<file path="src/rtl/perf_run_monitor.sv">
// Run-control and performance counters for the mipse core: counts cycles, stalls
// and generic events during a run, ends it on the halt store or a cycle budget.
module perf_run_monitor #(
  parameter int unsigned       DATA_W    = 32,
  parameter int unsigned       CNT_W     = 32,
  parameter int unsigned       NUM_EV    = 4,
  parameter logic [DATA_W-1:0] HALT_ADDR = DATA_W'(32'h0000_7fff),
  parameter int unsigned       MAX_CYC   = 100000,
  parameter bit                SAT       = 1'b1
) (
  input  logic              clk,
  input  logic              rst_n,
  input  logic              start,
  input  logic              clr,
  input  logic              stall,
  input  logic              memwrite,
  input  logic [DATA_W-1:0] aluout,
  input  logic [DATA_W-1:0] writedata,
  input  logic [NUM_EV-1:0] events,
  input  logic [3:0]        rd_sel,
  output logic [CNT_W-1:0]  rd_data,
  output logic              running,
  output logic              done,
  output logic              timeout,
  output logic              ovf,
  output logic [DATA_W-1:0] result
);

  localparam int unsigned NCNT = NUM_EV + 2;

  typedef enum logic [1:0] {S_IDLE, S_RUN, S_DONE, S_TIMEOUT} state_t;

  state_t                     state_q, state_d;
  logic [NCNT-1:0][CNT_W-1:0] cnt_q, cnt_d;
  logic                       ovf_q, ovf_d;
  logic [DATA_W-1:0]          result_q, result_d;
  logic [CNT_W-1:0]           rd_data_q, rd_data_d;
  logic                       running_q, done_q, timeout_q;
  logic [NCNT-1:0]            inc;
  logic                       halt;
  logic                       budget_hit;

  always_comb begin
    state_d    = state_q;
    cnt_d      = cnt_q;
    ovf_d      = ovf_q;
    result_d   = result_q;
    rd_data_d  = '0;
    // slot 0 = cycles, slot 1 = stalls, slots 2.. = generic events
    inc        = {events, stall, 1'b1};
    halt       = memwrite && (aluout == HALT_ADDR);
    // compared wide so a budget beyond the counter range is simply never reached
    budget_hit = (64'(cnt_q[0]) + 64'd1) == 64'(MAX_CYC);

    for (int unsigned i = 0; i < NCNT; i++) begin
      if (rd_sel == 4'(i)) rd_data_d = cnt_q[i];
    end

    if (state_q == S_RUN) begin
      for (int unsigned i = 0; i < NCNT; i++) begin
        if (inc[i]) begin
          if (cnt_q[i] == '1) begin
            ovf_d    = 1'b1;
            cnt_d[i] = SAT ? cnt_q[i] : '0;
          end else begin
            cnt_d[i] = cnt_q[i] + CNT_W'(1);
          end
        end
      end
    end

    case (state_q)
      S_IDLE: if (start) state_d = S_RUN;
      S_RUN: begin
        if (halt) begin
          state_d  = S_DONE;
          result_d = writedata;
        end else if (budget_hit) begin
          state_d = S_TIMEOUT;
        end
      end
      default: ;
    endcase

    if (clr) begin
      state_d  = S_IDLE;
      cnt_d    = '0;
      ovf_d    = 1'b0;
      result_d = '0;
    end
  end

  always_ff @(posedge clk or negedge rst_n) begin
    if (!rst_n) begin
      state_q   <= S_IDLE;
      cnt_q     <= '0;
      ovf_q     <= 1'b0;
      result_q  <= '0;
      rd_data_q <= '0;
      running_q <= 1'b0;
      done_q    <= 1'b0;
      timeout_q <= 1'b0;
    end else begin
      state_q   <= state_d;
      cnt_q     <= cnt_d;
      ovf_q     <= ovf_d;
      result_q  <= result_d;
      rd_data_q <= rd_data_d;
      running_q <= (state_d == S_RUN);
      done_q    <= (state_d == S_DONE);
      timeout_q <= (state_d == S_TIMEOUT);
    end
  end

  assign rd_data = rd_data_q;
  assign running = running_q;
  assign done    = done_q;
  assign timeout = timeout_q;
  assign ovf     = ovf_q;
  assign result  = result_q;

endmodule

</file>
<file path="config.mk">
export PLATFORM = sky130hd
export DESIGN_NAME = perf_run_monitor
export DESIGN_NICKNAME = d
export VERILOG_FILES = /design/src/rtl/perf_run_monitor.sv
export SDC_FILE = /design/constraint.sdc
export NUM_CORES = 1
export LEC_CHECK = 0
export ABC_AREA = 1
export CAP_MARGIN = 10
export CORE_MARGIN = 2
export CORE_UTILIZATION = 60
export CTS_BUF_LIST = sky130_fd_sc_hd__clkbuf_8
export DETAILED_ROUTE_END_ITERATION = 6
export PLACE_DENSITY_LB_ADDON = 0.3
export SKIP_CTS_REPAIR_TIMING = 1
export SYNTH_ARGS = -nofsm -noshare
export SYNTH_HDL_FRONTEND = slang
export SYNTH_SLANG_ARGS = --single-unit
</file>
<file path="constraint.sdc">
create_clock -name clk -period 2.5 [get_ports clk]
set_input_delay 0.5 -clock clk [delete_from_list [all_inputs] [get_ports clk]]
set_output_delay 0.5 -clock clk [all_outputs]
set_load 0.01 [all_outputs]
</file>
==> impl_metrics.yaml, run 1 <==
run_status:
  status: "finished, final reports clean"
clocking:
  numCtsBuffers: 47
  cts_root_buf: "clkbuf_8"
  clock-sinks: 262
  ctsHtreeMaxLevel: 2
  insertion_delay_ns: 0.58
  cts_buffer_depth: 3
  cts_tree: "done"
  clkTransAtPathRegs_ns: 0.06
global_route:
  grt_pass1_vias: 14650
  grt_antenna_before_repair: 2
  grt-ovfl-total: 0
  grtUsageTotal: 0.3684
  grt_pass1_wl_um: 75590
  grt_max_degree: 69
logic_synthesis:
  seq_area_frac_synth: 0.4445
  synth_nets: 2071
  yosysTopAreaCellShare: 0.4445
  yosys.area.top_type: "dfrtp_1"
  ys_dominant_reg_cell: "dfrtp_1"
  yosys-top-cells-area: "dfrtp_1, nand2_1, inv_1"
  synth_seq_cells: 262
  synth_cells: 1987
  yosysWarnings: 0
  async_reset_ff_frac: 1.000
  synthesis.area_um2: 14750
  yosysUniqueCellTypes: 49
  postSynthAreaPerCell_um2: 7.423
  synth_edf_count: 0
floorplan:
  initial_utilization: 0.6083
  die_h_um: 160.8
  ios: 146
  die_area_um2: 25850
  coreArea_um2: 24250
  dieWidth_um: 160.8
  row_count: 57
cells_and_area:
  most-common-layout-cells: "nand2_1, inv_1, dfrtp_1"
  final-seq-area_um2: 6558
  fillers: 1888
  final_nets: 2277
  drive_gt1_frac: 0.1045
  multi_input_area_um2: 7072
  final_common_cell: "nand2_1"
  syn2layout_area_growth_pct: 23.51
route:
  num_vias: 15230
  routed_wl_um: 47570
  drc: 0
  drt-pass1-iter-count: 6
  via_per_inst: 5.960
  drtIter0Drc: 1977
  antenna_left: 0
  wire_per_inst_um: 18.62
hold_path:
  hp-class: "in2reg"
sta:
  rsz0062_at_grt: "true"
  relSlewSlack: 0.3593
  worstMarginPinSlew_ns: 0.9478
  finClkSkew_ns: 0.02924
  fin_crit_ns: 2.422
  tns_ns: 0
  layout_worst_path_cycle_share: 0.9687
  max_freq_mhz: 412.9
  layout_setup_ws_ns: 0.07819
  drv_slew: 0
  setup_viol: 0
  hold_viol_final: 0
setup_path:
  critical_path_arrival_ns: 2.85
  critical_path_class: "reg2reg"
  worstPathMaxFanout: 11
  crit_path_end_kind: "register"
  start_kind: "register"
  crit_required_ns: 2.93
placed_design:
  gp_congestion: 1.031
  dp_hpwl_um: 35150
  io_buffers: 145
  dp_slack_ns: -0.1537
power:
  power_density_nw_per_um2: 498.8
  p_leak_nw: 7.655
  peakVddDrop_v: 0.0004031
job:
  cap_violations: 0
## where the power goes
part	leakage [nW]	total, mW	switching, mW	internal, mW
sequential	3.65	4.30	0.0272	4.27
combinational	3.45	0.643	0.403	0.240
clock	0.559	4.15	1.89	2.26
## path summary, 6_finish.rpt
check | slack (ns) | startpoint | cells after the start | endpoint
max | 0.08 | cnt_q[109]$_DFFE_PN0P_ | 13 | cnt_q[100]$_DFFE_PN0P_
min | 0.42 | clr | 4 | cnt_q[151]$_DFFE_PN0P_
max reg2reg | 0.08 | cnt_q[109]$_DFFE_PN0P_ | 13 | cnt_q[100]$_DFFE_PN0P_
min reg2reg | 0.49 | cnt_q[45]$_DFFE_PN0P_ | 1 | cnt_q[45]$_DFFE_PN0P_
max in group asynchronous | 1.28 | rst_n | 3 | running$_DFF_PN0_
min in group asynchronous | 0.48 | rst_n | 2 | cnt_q[29]$_DFFE_PN0P_
## metrics by stage
step / power [mW] / cell area, um2 / std cells / util / hold WS [ns]
2_1_floorplan: 4.603 / 14750 / 1987 / - / 0.2044
3_3_place_gp: 4.950 / 16960 / 2462 / 0.6993 / 0.4692
3_5_place_dp: 4.968 / 16960 / 2462 / 0.6993 / 0.4733
4_1_cts: 9.077 / 17940 / 2548 / 0.7398 / -0.1231
5_1_grt: 9.371 / 18220 / 2554 / 0.7512 / 0.4401
6_report: 9.086 / 18220 / 2555 / 0.7513 / 0.4210
## critical path: stages (launching register included)
cell and delay [ns]:
dfrtp_1 0.38, nand2_1 0.10, nor2_1 0.16, nand2_1 0.11, nor3_1 0.23, nand3_2 0.20, nor2_4 0.16, nand2_1 0.06
nand3_1 0.15, buf_6 0.21, inv_1 0.16, nand2_1 0.12, xor2_1 0.18, nor2_1 0.06
## routing by layer
| metal | vias up | track usage | share of wire |
|---|---|---|---|
| met2 | 887 | 0.5511 | 0.43 |
| li1 | 7063 | - | - |
| met4 | 0 | 0.1936 | 0.059 |
| met3 | 173 | 0.09917 | 0.11 |
| met1 | 7104 | 0.4942 | 0.40 |
| met5 | - | 0 | 0 |
## logic make-up after synthesis
family                   after synthesis  synth area share
AO/OA/AOI/OAI                        377            0.1517
XOR/XNOR                              29           0.01722
adder cells (fa/ha/maj)                6          0.005089
buffers and inverters                343           0.09034
flip-flops                           262            0.4445
AND/OR/NAND/NOR                      970            0.2912
## flip-flops by register name, summed over array words and instances (netlist names)
name and flops:
running 1, cnt_q 192, state_q 2, result 32
timeout 1, ovf 1, rd_data 32, done 1
## Yosys cell counts, drive strengths merged, types with 2 or more instances
library cell,instances
nand3,154
a22oi,2
nor2,242
xnor2,2
inv,283
or2,3
a21boi,3
o211ai,16
buf,23
nor3,71
a221oi,31
nor3b,4
o21ai,150
clkinv,2
a21oi,90
dfrtp,262
nor4b,2
a31oi,3
o22ai,37
o21bai,3
o31ai,19
nand3b,3
nand4,49
ha,6
xor2,27
and3,2
o221ai,11
clkbuf,35
nand2,422
o21a,11
nor4,16
## area by class of cell
class                           instances  area share
Multi-Input combinational cell       1382      0.3882
Sequential cell                       262      0.3600
Timing Repair Buffer                  215      0.1163
Inverter                              285     0.05920
Clock buffer                           63     0.04760
Tap cell                              324     0.02225
Clock inverter                         23    0.006319
Antenna cell                            1   0.0001374
(Power assumes the default switching activity.)
==> run 2: changes to the inputs <==
--- a/config.mk
+++ b/config.mk
@@ -13,6 +13,7 @@
 export DETAILED_ROUTE_END_ITERATION = 6
 export PLACE_DENSITY_LB_ADDON = 0.3
 export SKIP_CTS_REPAIR_TIMING = 1
+export SKIP_LAST_GASP = 1
 export SYNTH_ARGS = -nofsm -noshare
 export SYNTH_HDL_FRONTEND = slang
 export SYNTH_SLANG_ARGS = --single-unit
==> impl_metrics.yaml, run 2 (synthesis gave the netlist of run 1 again) <==
sta:
  drv_slew: 0
  fin_crit_ns: 2.410
  layout_setup_ws_ns: 0.09012
  worstMarginPinSlew_ns: 0.8801
  finClkSkew_ns: 0.03271
  hold_viol_final: 0
  setup_viol: 0
  tns_ns: 0
  timing.hold.ws_ns: 0.4047
  max_freq_mhz: 415.0
  layout_worst_path_cycle_share: 0.9640
  rsz0062_at_grt: "true"
  relSlewSlack: 0.4050
setup_path:
  worstPathMaxFanout: 11
  timing.rr.start: "cnt_q[99]$_DFFE_PN0P_"
  start_kind: "register"
  critical_path_arrival_ns: 2.84
  r2r_setup_slack_ns: 0.09
  crit_path_end_kind: "register"
  r2r-end: "cnt_q[100]$_DFFE_PN0P_"
  critical_path_class: "reg2reg"
  rr_worst_depth: 13
  crit_path_start: "cnt_q[99]$_DFFE_PN0P_"
  crit_required_ns: 2.93
route:
  via_per_inst: 5.948
  drc: 0
  routed_wl_um: 47590
  wire_per_inst_um: 18.63
  antenna_left: 0
  drt-pass1-iter-count: 6
  num_vias: 15200
  drtIter0Drc: 1957
global_route:
  grt-ovfl-total: 0
  grtUsageTotal: 0.3684
  grt_pass1_vias: 14650
  grt_max_degree: 69
  grt_pass1_wl_um: 75590
  grt_antenna_before_repair: 2
hold_path:
  hold_path_depth: 4
  hp-class: "in2reg"
  min_from: "clr"
  worstHoldEndpoint: "cnt_q[151]$_DFFE_PN0P_"
power:
  internal_power_mw: 6.769
  power_density_nw_per_um2: 498.7
  switching_power_mw: 2.313
  comb_power_share: 0.070
  sequentialPowerShare: 0.473
  p_leak_nw: 7.655
  peakVddDrop_v: 0.0004023
  p_clk_frac: 0.456
  switching_share: 0.2547
placed_design:
  gp_congestion: 1.031
  post_dp_cell_area_um2: 16960
  dp_hpwl_um: 35150
  io_buffers: 145
  dp_slack_ns: -0.1537
  placedCellCount: 2462
cells_and_area:
  drive_gt1_frac: 0.1045
  final_common_cell: "nand2_1"
  post-route-cell-area_um2: 18210
  syn2layout_area_growth_pct: 23.45
  final_nets: 2277
  fillers: 1891
  final-seq-area_um2: 6558
  largest_register_ffs: 192
  most-common-layout-cells: "nand2_1, inv_1, dfrtp_1"
  fin_cells: 2555
  multi_input_area_um2: 7063
  largest_register: "cnt_q"
clocking:
  cts_root_buf: "clkbuf_8"
  cts_tree: "done"
  ctsHtreeMaxLevel: 2
  clkTransAtPathRegs_ns: 0.06
  insertion_delay_ns: 0.58
  cts_buffer_depth: 3
  clock-sinks: 262
  numCtsBuffers: 47
floorplan:
  die_h_um: 160.8
  dieWidth_um: 160.8
  ios: 146
  row_count: 57
  die_area_um2: 25850
  initial_utilization: 0.6083
  coreArea_um2: 24250
run_status:
  status: "finished, final reports clean"
job:
  cap_violations: 0
[run 2: cell counts in the layout (fill, tap and decap cells not counted)]
Identical to the previous run, type by type.
[run 2: worst max path at each step]
stage               cells after the start  slack, ns                      to
finish                                 13       0.09  cnt_q[100]$_DFFE_PN0P_
global route                           11      -0.08  cnt_q[187]$_DFFE_PN0P_
CTS                                    17      -0.18          done$_DFF_PN0_
detailed placement                     17      -0.15          done$_DFF_PN0_
global placement                       15      -0.11       timeout$_DFF_PN0_
floorplan                              13       0.51  cnt_q[186]$_DFFE_PN0P_
[run 2: worst max-delay path, cell delays in order, from the launching register on]
cell	delay (ns)
dfrtp_1	0.40
inv_1	0.11
nor3_2	0.20
nand2_1	0.08
nor2_2	0.19
nand3_2	0.18
nor2_4	0.15
nand2_1	0.06
nand3_1	0.15
buf_6	0.21
inv_1	0.16
nand2_1	0.11
xor2_1	0.18
nor2_1	0.06
[run 2: stage by stage]
step                      total power [mW]  utilization
after detailed placement             4.968       0.6993
after floorplan                      4.603            -
final                                9.082       0.7509
after global routing                 9.368       0.7508
after CTS                            9.077       0.7398
after global placement               4.950       0.6993
[run 2: metal layers]
layer | wire length [um] | GRT usage | vias up | part of all wire
li1 | - | - | 7066 | -
met1 | 19260 | 0.4942 | 7086 | 0.40
met2 | 20700 | 0.5511 | 882 | 0.44
met3 | 4981 | 0.09917 | 164 | 0.10
met4 | 2644 | 0.1936 | 0 | 0.056
met5 | 0 | 0 | - | 0
[run 2: layout make-up]
| cell class | count | share of cell area |
|---|---|---|
| Clock inverter | 23 | 0.006322 |
| Sequential cell | 262 | 0.3601 |
| Antenna cell | 1 | 0.0001374 |
| Multi-Input combinational cell | 1382 | 0.3879 |
| Clock buffer | 63 | 0.04762 |
| Tap cell | 324 | 0.02226 |
| Inverter | 285 | 0.05923 |
| Timing Repair Buffer | 215 | 0.1164 |
[run 2: power by group through the flow]
stage	Clock, mW	Sequential, mW	Combinational [mW]
3_3_place_gp	0	4.36	0.586
6_report	4.15	4.30	0.638
2_1_floorplan	0	4.36	0.239
4_1_cts	4.18	4.29	0.603
3_5_place_dp	0	4.37	0.601
5_1_grt	4.38	4.30	0.692
